$ cat src/rtl/pipeline_hazard_ctrl_if.sv
// Pipeline hazard controller interface: D/X/M/W hazard inputs and the PC and pipeline-register controls.
// The TB/core side uses the master modport and the controller uses the slave modport.
interface pipeline_hazard_ctrl_if #(
    parameter int unsigned REG_W = 4,
    parameter int unsigned CNT_W = 16
);
    logic [REG_W-1:0] d_src1;
    logic [REG_W-1:0] d_src2;
    logic             d_uses_src1;
    logic             d_uses_src2;
    logic             d_branch_taken;
    logic             d_halt;
    logic             x_mem_read;
    logic             x_reg_write;
    logic [REG_W-1:0] x_reg_dest;
    logic             imem_busy;
    logic             dmem_busy;
    logic             w_halt;

    logic             pc_wen;
    logic             fd_wen;
    logic             fd_flush;
    logic             dx_wen;
    logic             dx_flush;
    logic             xm_wen;
    logic             mw_wen;
    logic             halted;
    logic [CNT_W-1:0] stall_cnt;
    logic [CNT_W-1:0] flush_cnt;

    modport master (
        output d_src1, d_src2, d_uses_src1, d_uses_src2, d_branch_taken, d_halt,
               x_mem_read, x_reg_write, x_reg_dest, imem_busy, dmem_busy, w_halt,
        input  pc_wen, fd_wen, fd_flush, dx_wen, dx_flush, xm_wen, mw_wen,
               halted, stall_cnt, flush_cnt
    );

    modport slave (
        input  d_src1, d_src2, d_uses_src1, d_uses_src2, d_branch_taken, d_halt,
               x_mem_read, x_reg_write, x_reg_dest, imem_busy, dmem_busy, w_halt,
        output pc_wen, fd_wen, fd_flush, dx_wen, dx_flush, xm_wen, mw_wen,
               halted, stall_cnt, flush_cnt
    );
endinterface

$ cat src/rtl/pipeline_hazard_ctrl.sv
// Stall/flush controller for the 5-stage pipeline: load-use, branch flush, memory-busy freeze, halt drain.
// Write enables are decoded combinationally from state and hazards; halted and the perf counters are registered.
module pipeline_hazard_ctrl #(
    parameter int unsigned REG_W = 4,
    parameter int unsigned CNT_W = 16
) (
    input logic                  clk,
    input logic                  rst,
    pipeline_hazard_ctrl_if.slave hz
);

    typedef enum logic [1:0] {
        RUN    = 2'd0,
        DSTALL = 2'd1,
        DRAIN  = 2'd2,
        HALTED = 2'd3
    } state_e;

    localparam logic [CNT_W-1:0] CNT_MAX = '1;

    state_e           state_q, state_d;
    logic             halted_q;
    logic [CNT_W-1:0] stall_cnt_q, stall_cnt_d;
    logic [CNT_W-1:0] flush_cnt_q, flush_cnt_d;

    logic lu;
    logic run_eval;
    logic stall_inc, flush_inc;
    logic pc_wen, fd_wen, fd_flush, dx_wen, dx_flush, xm_wen, mw_wen;

    // Load-use: a load in X targets a nonzero register that the D instruction reads.
    always_comb begin
        lu = hz.x_mem_read && hz.x_reg_write && (hz.x_reg_dest != REG_W'(0)) &&
             ((hz.d_uses_src1 && (hz.d_src1 == hz.x_reg_dest)) ||
              (hz.d_uses_src2 && (hz.d_src2 == hz.x_reg_dest)));
    end

    always_ff @(posedge clk) begin
        if (rst) begin
            state_q     <= RUN;
            halted_q    <= 1'b0;
            stall_cnt_q <= '0;
            flush_cnt_q <= '0;
        end else begin
            state_q     <= state_d;
            halted_q    <= (state_d == HALTED);
            stall_cnt_q <= stall_cnt_d;
            flush_cnt_q <= flush_cnt_d;
        end
    end

    always_comb begin
        state_d   = state_q;
        run_eval  = 1'b0;
        stall_inc = 1'b0;
        flush_inc = 1'b0;
        pc_wen    = 1'b0;
        fd_wen    = 1'b0;
        fd_flush  = 1'b0;
        dx_wen    = 1'b0;
        dx_flush  = 1'b0;
        xm_wen    = 1'b0;
        mw_wen    = 1'b0;

        unique case (state_q)
            RUN:    run_eval = 1'b1;
            DSTALL: begin
                // Resume in the same cycle the data access completes.
                if (!hz.dmem_busy) begin
                    state_d  = RUN;
                    run_eval = 1'b1;
                end
            end
            DRAIN: begin
                if (!hz.dmem_busy) begin
                    fd_wen   = 1'b1;
                    fd_flush = 1'b1;
                    dx_wen   = 1'b1;
                    xm_wen   = 1'b1;
                    mw_wen   = 1'b1;
                    if (hz.w_halt) state_d = HALTED;
                end
            end
            HALTED: ;
            default: state_d = RUN;
        endcase

        if (run_eval) begin
            if (hz.dmem_busy) begin
                state_d = DSTALL;
            end else if (lu) begin
                dx_wen    = 1'b1;
                dx_flush  = 1'b1;
                xm_wen    = 1'b1;
                mw_wen    = 1'b1;
                stall_inc = 1'b1;
            end else begin
                fd_wen = 1'b1;
                dx_wen = 1'b1;
                xm_wen = 1'b1;
                mw_wen = 1'b1;
                if (hz.imem_busy) begin
                    // The fetch bubble already covers a redirect, so a taken branch still loads the PC.
                    fd_flush  = 1'b1;
                    stall_inc = 1'b1;
                    pc_wen    = hz.d_branch_taken;
                    flush_inc = hz.d_branch_taken;
                    if (!hz.d_branch_taken && hz.d_halt) state_d = DRAIN;
                end else if (hz.d_branch_taken) begin
                    pc_wen    = 1'b1;
                    fd_flush  = 1'b1;
                    flush_inc = 1'b1;
                end else if (hz.d_halt) begin
                    fd_flush = 1'b1;
                    state_d  = DRAIN;
                end else begin
                    pc_wen = 1'b1;
                end
            end
        end

        if (rst) begin
            pc_wen   = 1'b0;
            fd_wen   = 1'b0;
            fd_flush = 1'b0;
            dx_wen   = 1'b0;
            dx_flush = 1'b0;
            xm_wen   = 1'b0;
            mw_wen   = 1'b0;
        end
    end

    // Saturating performance counters.
    always_comb begin
        stall_cnt_d = stall_cnt_q;
        flush_cnt_d = flush_cnt_q;
        if (stall_inc && (stall_cnt_q != CNT_MAX)) stall_cnt_d = stall_cnt_q + CNT_W'(1);
        if (flush_inc && (flush_cnt_q != CNT_MAX)) flush_cnt_d = flush_cnt_q + CNT_W'(1);
    end

    assign hz.pc_wen    = pc_wen;
    assign hz.fd_wen    = fd_wen;
    assign hz.fd_flush  = fd_flush;
    assign hz.dx_wen    = dx_wen;
    assign hz.dx_flush  = dx_flush;
    assign hz.xm_wen    = xm_wen;
    assign hz.mw_wen    = mw_wen;
    assign hz.halted    = halted_q;
    assign hz.stall_cnt = stall_cnt_q;
    assign hz.flush_cnt = flush_cnt_q;

endmodule

$ cat src/flat_wrapper.sv
// flat-port wrapper written by rule: the top's interface ports become plain ports
module pipeline_hazard_ctrl_flat 
#(
    parameter int unsigned REG_W = 4,
    parameter int unsigned CNT_W = 16
)
  (clk, rst, hz_d_src1, hz_d_src2, hz_d_uses_src1, hz_d_uses_src2, hz_d_branch_taken, hz_d_halt, hz_x_mem_read, hz_x_reg_write, hz_x_reg_dest, hz_imem_busy, hz_dmem_busy, hz_w_halt, hz_pc_wen, hz_fd_wen, hz_fd_flush, hz_dx_wen, hz_dx_flush, hz_xm_wen, hz_mw_wen, hz_halted, hz_stall_cnt, hz_flush_cnt);
  pipeline_hazard_ctrl_if #(.REG_W(REG_W), .CNT_W(CNT_W)) hz_i ();
  input logic clk;
  input logic rst;
  input wire logic [$bits(hz_i.d_src1)-1:0] hz_d_src1;
  input wire logic [$bits(hz_i.d_src2)-1:0] hz_d_src2;
  input wire logic [$bits(hz_i.d_uses_src1)-1:0] hz_d_uses_src1;
  input wire logic [$bits(hz_i.d_uses_src2)-1:0] hz_d_uses_src2;
  input wire logic [$bits(hz_i.d_branch_taken)-1:0] hz_d_branch_taken;
  input wire logic [$bits(hz_i.d_halt)-1:0] hz_d_halt;
  input wire logic [$bits(hz_i.x_mem_read)-1:0] hz_x_mem_read;
  input wire logic [$bits(hz_i.x_reg_write)-1:0] hz_x_reg_write;
  input wire logic [$bits(hz_i.x_reg_dest)-1:0] hz_x_reg_dest;
  input wire logic [$bits(hz_i.imem_busy)-1:0] hz_imem_busy;
  input wire logic [$bits(hz_i.dmem_busy)-1:0] hz_dmem_busy;
  input wire logic [$bits(hz_i.w_halt)-1:0] hz_w_halt;
  output wire logic [$bits(hz_i.pc_wen)-1:0] hz_pc_wen;
  output wire logic [$bits(hz_i.fd_wen)-1:0] hz_fd_wen;
  output wire logic [$bits(hz_i.fd_flush)-1:0] hz_fd_flush;
  output wire logic [$bits(hz_i.dx_wen)-1:0] hz_dx_wen;
  output wire logic [$bits(hz_i.dx_flush)-1:0] hz_dx_flush;
  output wire logic [$bits(hz_i.xm_wen)-1:0] hz_xm_wen;
  output wire logic [$bits(hz_i.mw_wen)-1:0] hz_mw_wen;
  output wire logic [$bits(hz_i.halted)-1:0] hz_halted;
  output wire logic [$bits(hz_i.stall_cnt)-1:0] hz_stall_cnt;
  output wire logic [$bits(hz_i.flush_cnt)-1:0] hz_flush_cnt;
  assign hz_i.d_src1 = hz_d_src1;
  assign hz_i.d_src2 = hz_d_src2;
  assign hz_i.d_uses_src1 = hz_d_uses_src1;
  assign hz_i.d_uses_src2 = hz_d_uses_src2;
  assign hz_i.d_branch_taken = hz_d_branch_taken;
  assign hz_i.d_halt = hz_d_halt;
  assign hz_i.x_mem_read = hz_x_mem_read;
  assign hz_i.x_reg_write = hz_x_reg_write;
  assign hz_i.x_reg_dest = hz_x_reg_dest;
  assign hz_i.imem_busy = hz_imem_busy;
  assign hz_i.dmem_busy = hz_dmem_busy;
  assign hz_i.w_halt = hz_w_halt;
  assign hz_pc_wen = hz_i.pc_wen;
  assign hz_fd_wen = hz_i.fd_wen;
  assign hz_fd_flush = hz_i.fd_flush;
  assign hz_dx_wen = hz_i.dx_wen;
  assign hz_dx_flush = hz_i.dx_flush;
  assign hz_xm_wen = hz_i.xm_wen;
  assign hz_mw_wen = hz_i.mw_wen;
  assign hz_halted = hz_i.halted;
  assign hz_stall_cnt = hz_i.stall_cnt;
  assign hz_flush_cnt = hz_i.flush_cnt;
  pipeline_hazard_ctrl #(.REG_W(REG_W), .CNT_W(CNT_W)) u_core (.clk(clk), .rst(rst), .hz(hz_i));
endmodule
$ cat config.mk
export PLATFORM = sky130hd
export DESIGN_NAME = pipeline_hazard_ctrl_flat
export DESIGN_NICKNAME = d
export VERILOG_FILES = /design/src/rtl/pipeline_hazard_ctrl_if.sv /design/src/rtl/pipeline_hazard_ctrl.sv /design/src/flat_wrapper.sv
export SDC_FILE = /design/constraint.sdc
export NUM_CORES = 1
export LEC_CHECK = 0
export CORE_MARGIN = 4
export CORE_UTILIZATION = 50
export CTS_BUF_LIST = sky130_fd_sc_hd__clkbuf_16
export DETAILED_ROUTE_END_ITERATION = 12
export HOLD_SLACK_MARGIN = 0.1
export PLACE_DENSITY = 0.94
export SLEW_MARGIN = 15
export SYNTH_ARGS = -nofsm -noshare
export SYNTH_HDL_FRONTEND = slang
export SYNTH_SLANG_ARGS = --single-unit
export TNS_END_PERCENT = 100
$ cat constraint.sdc
create_clock -name clk -period 3.2 [get_ports clk]
set_input_delay 0.64 -clock clk [delete_from_list [all_inputs] [get_ports clk]]
set_output_delay 0.64 -clock clk [all_outputs]
set_load 0.02 [all_outputs]
Yosys cells after proc, flatten, opt, wreduce, memory -nomap -nowiden
Index checks and enable logic that the tools add are counted.
{"block": "totals", "ff_bits": 35, "out_inout_bits": 40, "elab_cells": 73}
{"block": "classes", "addsub": 2, "eq_ne": 7, "mux": 48, "n_reduce_logical": 12}
{"op": "1-bit two-way mux", "count": 36}
{"op": "16-bit by 1-bit adder with 16-bit output, second input constant", "count": 2}
{"op": "16-bit != test, second input constant", "count": 2}
{"op": "2-bit two-way mux", "count": 10}
{"op": "4-bit == test", "count": 2}
{"op": "1-bit logical AND", "count": 8}
{"op": "2-bit == test, second input constant", "count": 2}
{"op": "2-bit case mux with 2 select lines", "count": 1}
{"op": "4-bit nonzero test", "count": 1}
{"op": "2-bit by 1-bit == test with 1-bit output, second input constant", "count": 1}
{"op": "2-bit zero test", "count": 1}
{"op": "1-bit case mux with 2 select lines", "count": 1}
{"op": "1-bit zero test", "count": 1}
{"op": "1-bit logical OR", "count": 1}

Depth between registers and ports, before layout
{"block": "depth", "depth_word": 10, "ltp_mapped": 10, "depth_no_buf": 8}

Least setup slack after synthesis
OpenSTA, ideal clock, no wires.
{"block": "synth_path", "path_kind": "input-to-output", "from": "input port rst", "to": "output port hz_fd_wen", "t_arrival_ns": 2.066, "required_ns": 2.560, "setup_slack_ns": 0.494, "stages": 4, "cell_sequence": "clkbuf_1 -> clkbuf_1 -> a21oi_1 -> a21boi_0"}
{"block": "synth_between", "elab_chain_cells": 1}
{"element": "start: declaration", "line_no": "flat_wrapper.sv:10", "text": "input logic rst;"}
{"element": "1-bit two-way mux", "line_no": "pipeline_hazard_ctrl.sv:122", "text": "if (rst) begin"}
{"element": "end: declaration", "line_no": "flat_wrapper.sv:24", "text": "output wire logic [$bits(hz_i.fd_wen)-1:0] hz_fd_wen;"}
Every way passes these cells.

Final worst setup path
{"block": "layout_path", "from": "input port hz_x_reg_dest[0]", "to": "output port hz_fd_flush"}
{"block": "layout_between", "elab_chain_cells": 8, "word_cells_on_any_way": 12, "classes_between": "2 x eq/ne; 4 x mux; 6 x reduce/logical"}
{"element": "start: declaration", "line_no": "flat_wrapper.sv:19", "text": "input wire logic [$bits(hz_i.x_reg_dest)-1:0] hz_x_reg_dest;"}
{"element": "4-bit == test, on equally long branches", "line_no": "pipeline_hazard_ctrl.sv:34, pipeline_hazard_ctrl.sv:35"}
{"element": "1-bit logical AND, on equally long branches", "line_no": "pipeline_hazard_ctrl.sv:34, pipeline_hazard_ctrl.sv:35"}
{"element": "1-bit logical OR", "line_no": "pipeline_hazard_ctrl.sv:34", "text": "((hz.d_uses_src1 && (hz.d_src1 == hz.x_reg_dest)) ||"}
{"element": "1-bit logical AND (*)", "line_no": "pipeline_hazard_ctrl.sv:33", "text": "lu = hz.x_mem_read && hz.x_reg_write && (hz.x_reg_dest != REG_W'(0)) &&"}
{"element": "1-bit two-way mux (*)", "line_no": "pipeline_hazard_ctrl.sv:91", "text": "end else if (lu) begin"}
{"element": "1-bit two-way mux (*)", "line_no": "pipeline_hazard_ctrl.sv:89", "text": "if (hz.dmem_busy) begin"}
{"element": "1-bit two-way mux (*)", "line_no": "pipeline_hazard_ctrl.sv:88", "text": "if (run_eval) begin"}
{"element": "1-bit two-way mux (*)", "line_no": "pipeline_hazard_ctrl.sv:122"}
{"element": "end: declaration", "line_no": "flat_wrapper.sv:25", "text": "output wire logic [$bits(hz_i.fd_flush)-1:0] hz_fd_flush;"}
Every way passes the cells marked *; elsewhere a longest branch is shown, timed or not.

==> results.sh <==
export IMPL_fmax_ghz=0.329
export IMPL_switching_share=0.246
export IMPL_syn_nets=280
export IMPL_postSynthCellCount=252
export IMPL_synth_area_leaders="dfxtp_1 34%, a21oi_1 5.4%, nand2_1 4.6%"
export IMPL_dieWidth_um=72.0
export IMPL_yosys_most_used_dff="dfxtp_1"
export IMPL_regArea_sq_um=701
export IMPL_htree_num_levels=2
export IMPL_overflow=0
export IMPL_synth_edf_count=0
export IMPL_root_buffer="clkbuf_16"
export IMPL_p_sw_mw=0.261
export IMPL_dp_hpwl_um=3790
export IMPL_status="completed"
export IMPL_crit_fanout=4
export IMPL_clkLatencyLatePin_ns=0.27
export IMPL_vias=2150
export IMPL_worst_pin_slew_ns=0.640
export IMPL_nets=345
export IMPL_multi_input_area_sq_um=1250
export IMPL_p_clk_frac=0.421
export IMPL_fin_skew_ns=0.00613
export IMPL_diodes=0
export IMPL_ios=63
export IMPL_cts_tree="done"
export IMPL_combPwrFrac=0.154
export IMPL_clockBufferDepth=2
export IMPL_synth_seq_cells=35
export IMPL_dr_pass1_iters=4
export IMPL_async_flop_share=0
export IMPL_ys_seq_area_frac=0.342
export IMPL_grt_antenna_before_repair=0
export IMPL_yosysWarningCount=0
export IMPL_hp_class="flop to flop"
export IMPL_slew_limit_headroom=0.574
export IMPL_startpoint_type="input pin"
export IMPL_dieHeight_um=72.0
export IMPL_power_leakage_nw=1.04
export IMPL_postCtsHoldBufs=0
export IMPL_final_area_sq_um=2870
export IMPL_initial_utilization=0.516
export IMPL_avgSynthCellArea_sq_um=8.14
export IMPL_first_iter_violations=167
export IMPL_yosysTopAreaCellShare=0.342
export IMPL_cts_buffers=5
export IMPL_wire_per_inst_um=14.1
export IMPL_rsz0062_at_grt="no"
export IMPL_max_cap_violations=0
export IMPL_drcViolationCount=0
export IMPL_synth_most_common_cell="dfxtp_1"
export IMPL_synth_commonest_cells="35 x dfxtp_1, 25 x nand2_1, 22 x a21oi_1, 20 x nor2_1, 11 x or4_1"
export IMPL_avgViaCountPerCell=5.86
export IMPL_worstSetupStartpoint="hz_x_reg_dest[0]"
export IMPL_cts_clk_slew_worst_paths_ns=0.05
export IMPL_drt_wl_total_um=5160
export IMPL_p_seq_frac=0.425
export IMPL_numPortBuffers=62
export IMPL_placed_area_sq_um=2730
export IMPL_core_area_sq_um=3970
export IMPL_p_per_area_nw_per_um2=369
export IMPL_vdd_drop_max_mv=0.308
export IMPL_place_congestion=0.852
export IMPL_path_class="input pin to output pin"
export IMPL_holdCritStartpoint="u_core.hz.flush_cnt[7]$_SDFFE_PP0P_"
export IMPL_final_hold_viol_count=0
export IMPL_syn_to_final_growth_pct=39.8
export IMPL_min_period_ns=3.04
export IMPL_grt_pass1_wl_um=8380
export IMPL_fin_util=0.722
export IMPL_p_int_mw=0.798
export IMPL_setup_viol=0
export IMPL_grt_use_total=0.201
export IMPL_clock_sinks=35
export IMPL_critPathRequiredTime_ns=2.56
export IMPL_dieArea_sq_um=5190
export IMPL_power_mw=1.06
export IMPL_grt_max_degree=42
export IMPL_fin_worst_hold_slack_ns=0.493
export IMPL_grt_pass1_vias=1952
export IMPL_synth_top_area_cell="dfxtp_1"
export IMPL_fillCellCount=329
export IMPL_r2r_start="u_core.state_q[0]$_SDFF_PP0_"
export IMPL_num_rows=23
export IMPL_synth_distinct_cells=44
export IMPL_drive_gt1_frac=0.0694
export IMPL_period_share=0.951
export IMPL_cp_arrival_ns=2.40
export IMPL_netlist_area_sq_um=2050
export IMPL_drv_slew=0
export IMPL_ant_nets=0
export IMPL_crit_path_end_kind="output pin"
==> worst paths after layout <==
check                                         endpoint  slack [ns]  depth (start not counted)
setup / recovery                           hz_fd_flush        0.16                          8
hold reg to reg    u_core.hz.flush_cnt[7]$_SDFFE_PP0P_        0.49                          2
setup reg to reg  u_core.hz.stall_cnt[15]$_SDFFE_PP0P_        0.82                          8
hold / removal     u_core.hz.flush_cnt[7]$_SDFFE_PP0P_        0.49                          2
==> critical path, stage by stage <==
cell and delay [ns]:
clkdlybuf4s50_1 0.46, nor4_1 0.30, nor2_1 0.12, nand4_2 0.12
nand2_1 0.11, o21ai_0 0.18, and2_1 0.14, dlygate4sd2_1 0.33
==> per-layer routing <==
layer | wire [um] | vias up | part of all wire | track usage
met4 | 68 | 0 | 0.013 | 0.0856
met1 | 2060 | 1002 | 0.40 | 0.230
met3 | 420 | 7 | 0.081 | 0.0568
li1 | - | 1054 | - | -
met2 | 2610 | 87 | 0.51 | 0.350
met5 | 0 | - | 0 | 0
==> sequential cells by signal, summed over array words and instances, names as in the netlist <==
name / flops
u_core.state_q: 2
u_core.hz.halted: 1
u_core.hz.flush_cnt: 16
u_core.hz.stall_cnt: 16
==> placed cells by master (no fill, tap or decap), types with 7 or more instances in the layout <==
cell / count
clkdlybuf4s50_1: 58
dfxtp_1: 35
nand2_1: 25
a21oi_1: 22
nor2_1: 20
or4_1: 11
buf_4: 10
nand4_1: 9
or3_1: 9
xor2_1: 8
o21ai_1: 8
o31ai_1: 8
inv_1: 7
nand3_1: 7
==> metrics by stage <==
stage	setup slack (ns)	cells	TNS, ns
CTS	0.00348	367	0
global placement	-0.0588	360	-0.104
finish	0.158	367	0
global route	0.0523	367	0
floorplan	0.494	252	0
detailed placement	-0.0893	360	-0.213
==> layout make-up <==
class | instances | share of cell area
tap | 50 | 0.0218
timing repair buffer | 72 | 0.242
inverter | 7 | 0.00917
multi-input combinational | 196 | 0.436
clock buffer | 5 | 0.0436
clock inverter | 2 | 0.00306
sequential | 35 | 0.244
==> cells by family after synthesis <==
group,count (synthesis),synth area share
and+or+nand+nor,117,0.324
AOI/OAI and AO/OA,54,0.160
DFF,35,0.342
buffers and inverters,21,0.0494
xor gates and xnor gates,12,0.0513
muxes,8,0.0427
adders and majority gates,5,0.0305
==> repair_timing <==
item                                    4_1_cts  5_1_grt
endpoints found under the setup margin        3        1
gates resized for setup                       3        1
setup buffers                                 0        0
==> power by group through the flow <==
stage	sequential, mW	combinational [mW]	clock [mW]
3_3_place_gp	0.458	0.159	0
2_1_floorplan	0.462	0.0895	0
3_5_place_dp	0.459	0.165	0
6_report	0.450	0.163	0.445
5_1_grt	0.451	0.178	0.475
4_1_cts	0.450	0.164	0.449
No activity file was read; power rests on OpenSTA's default activity.
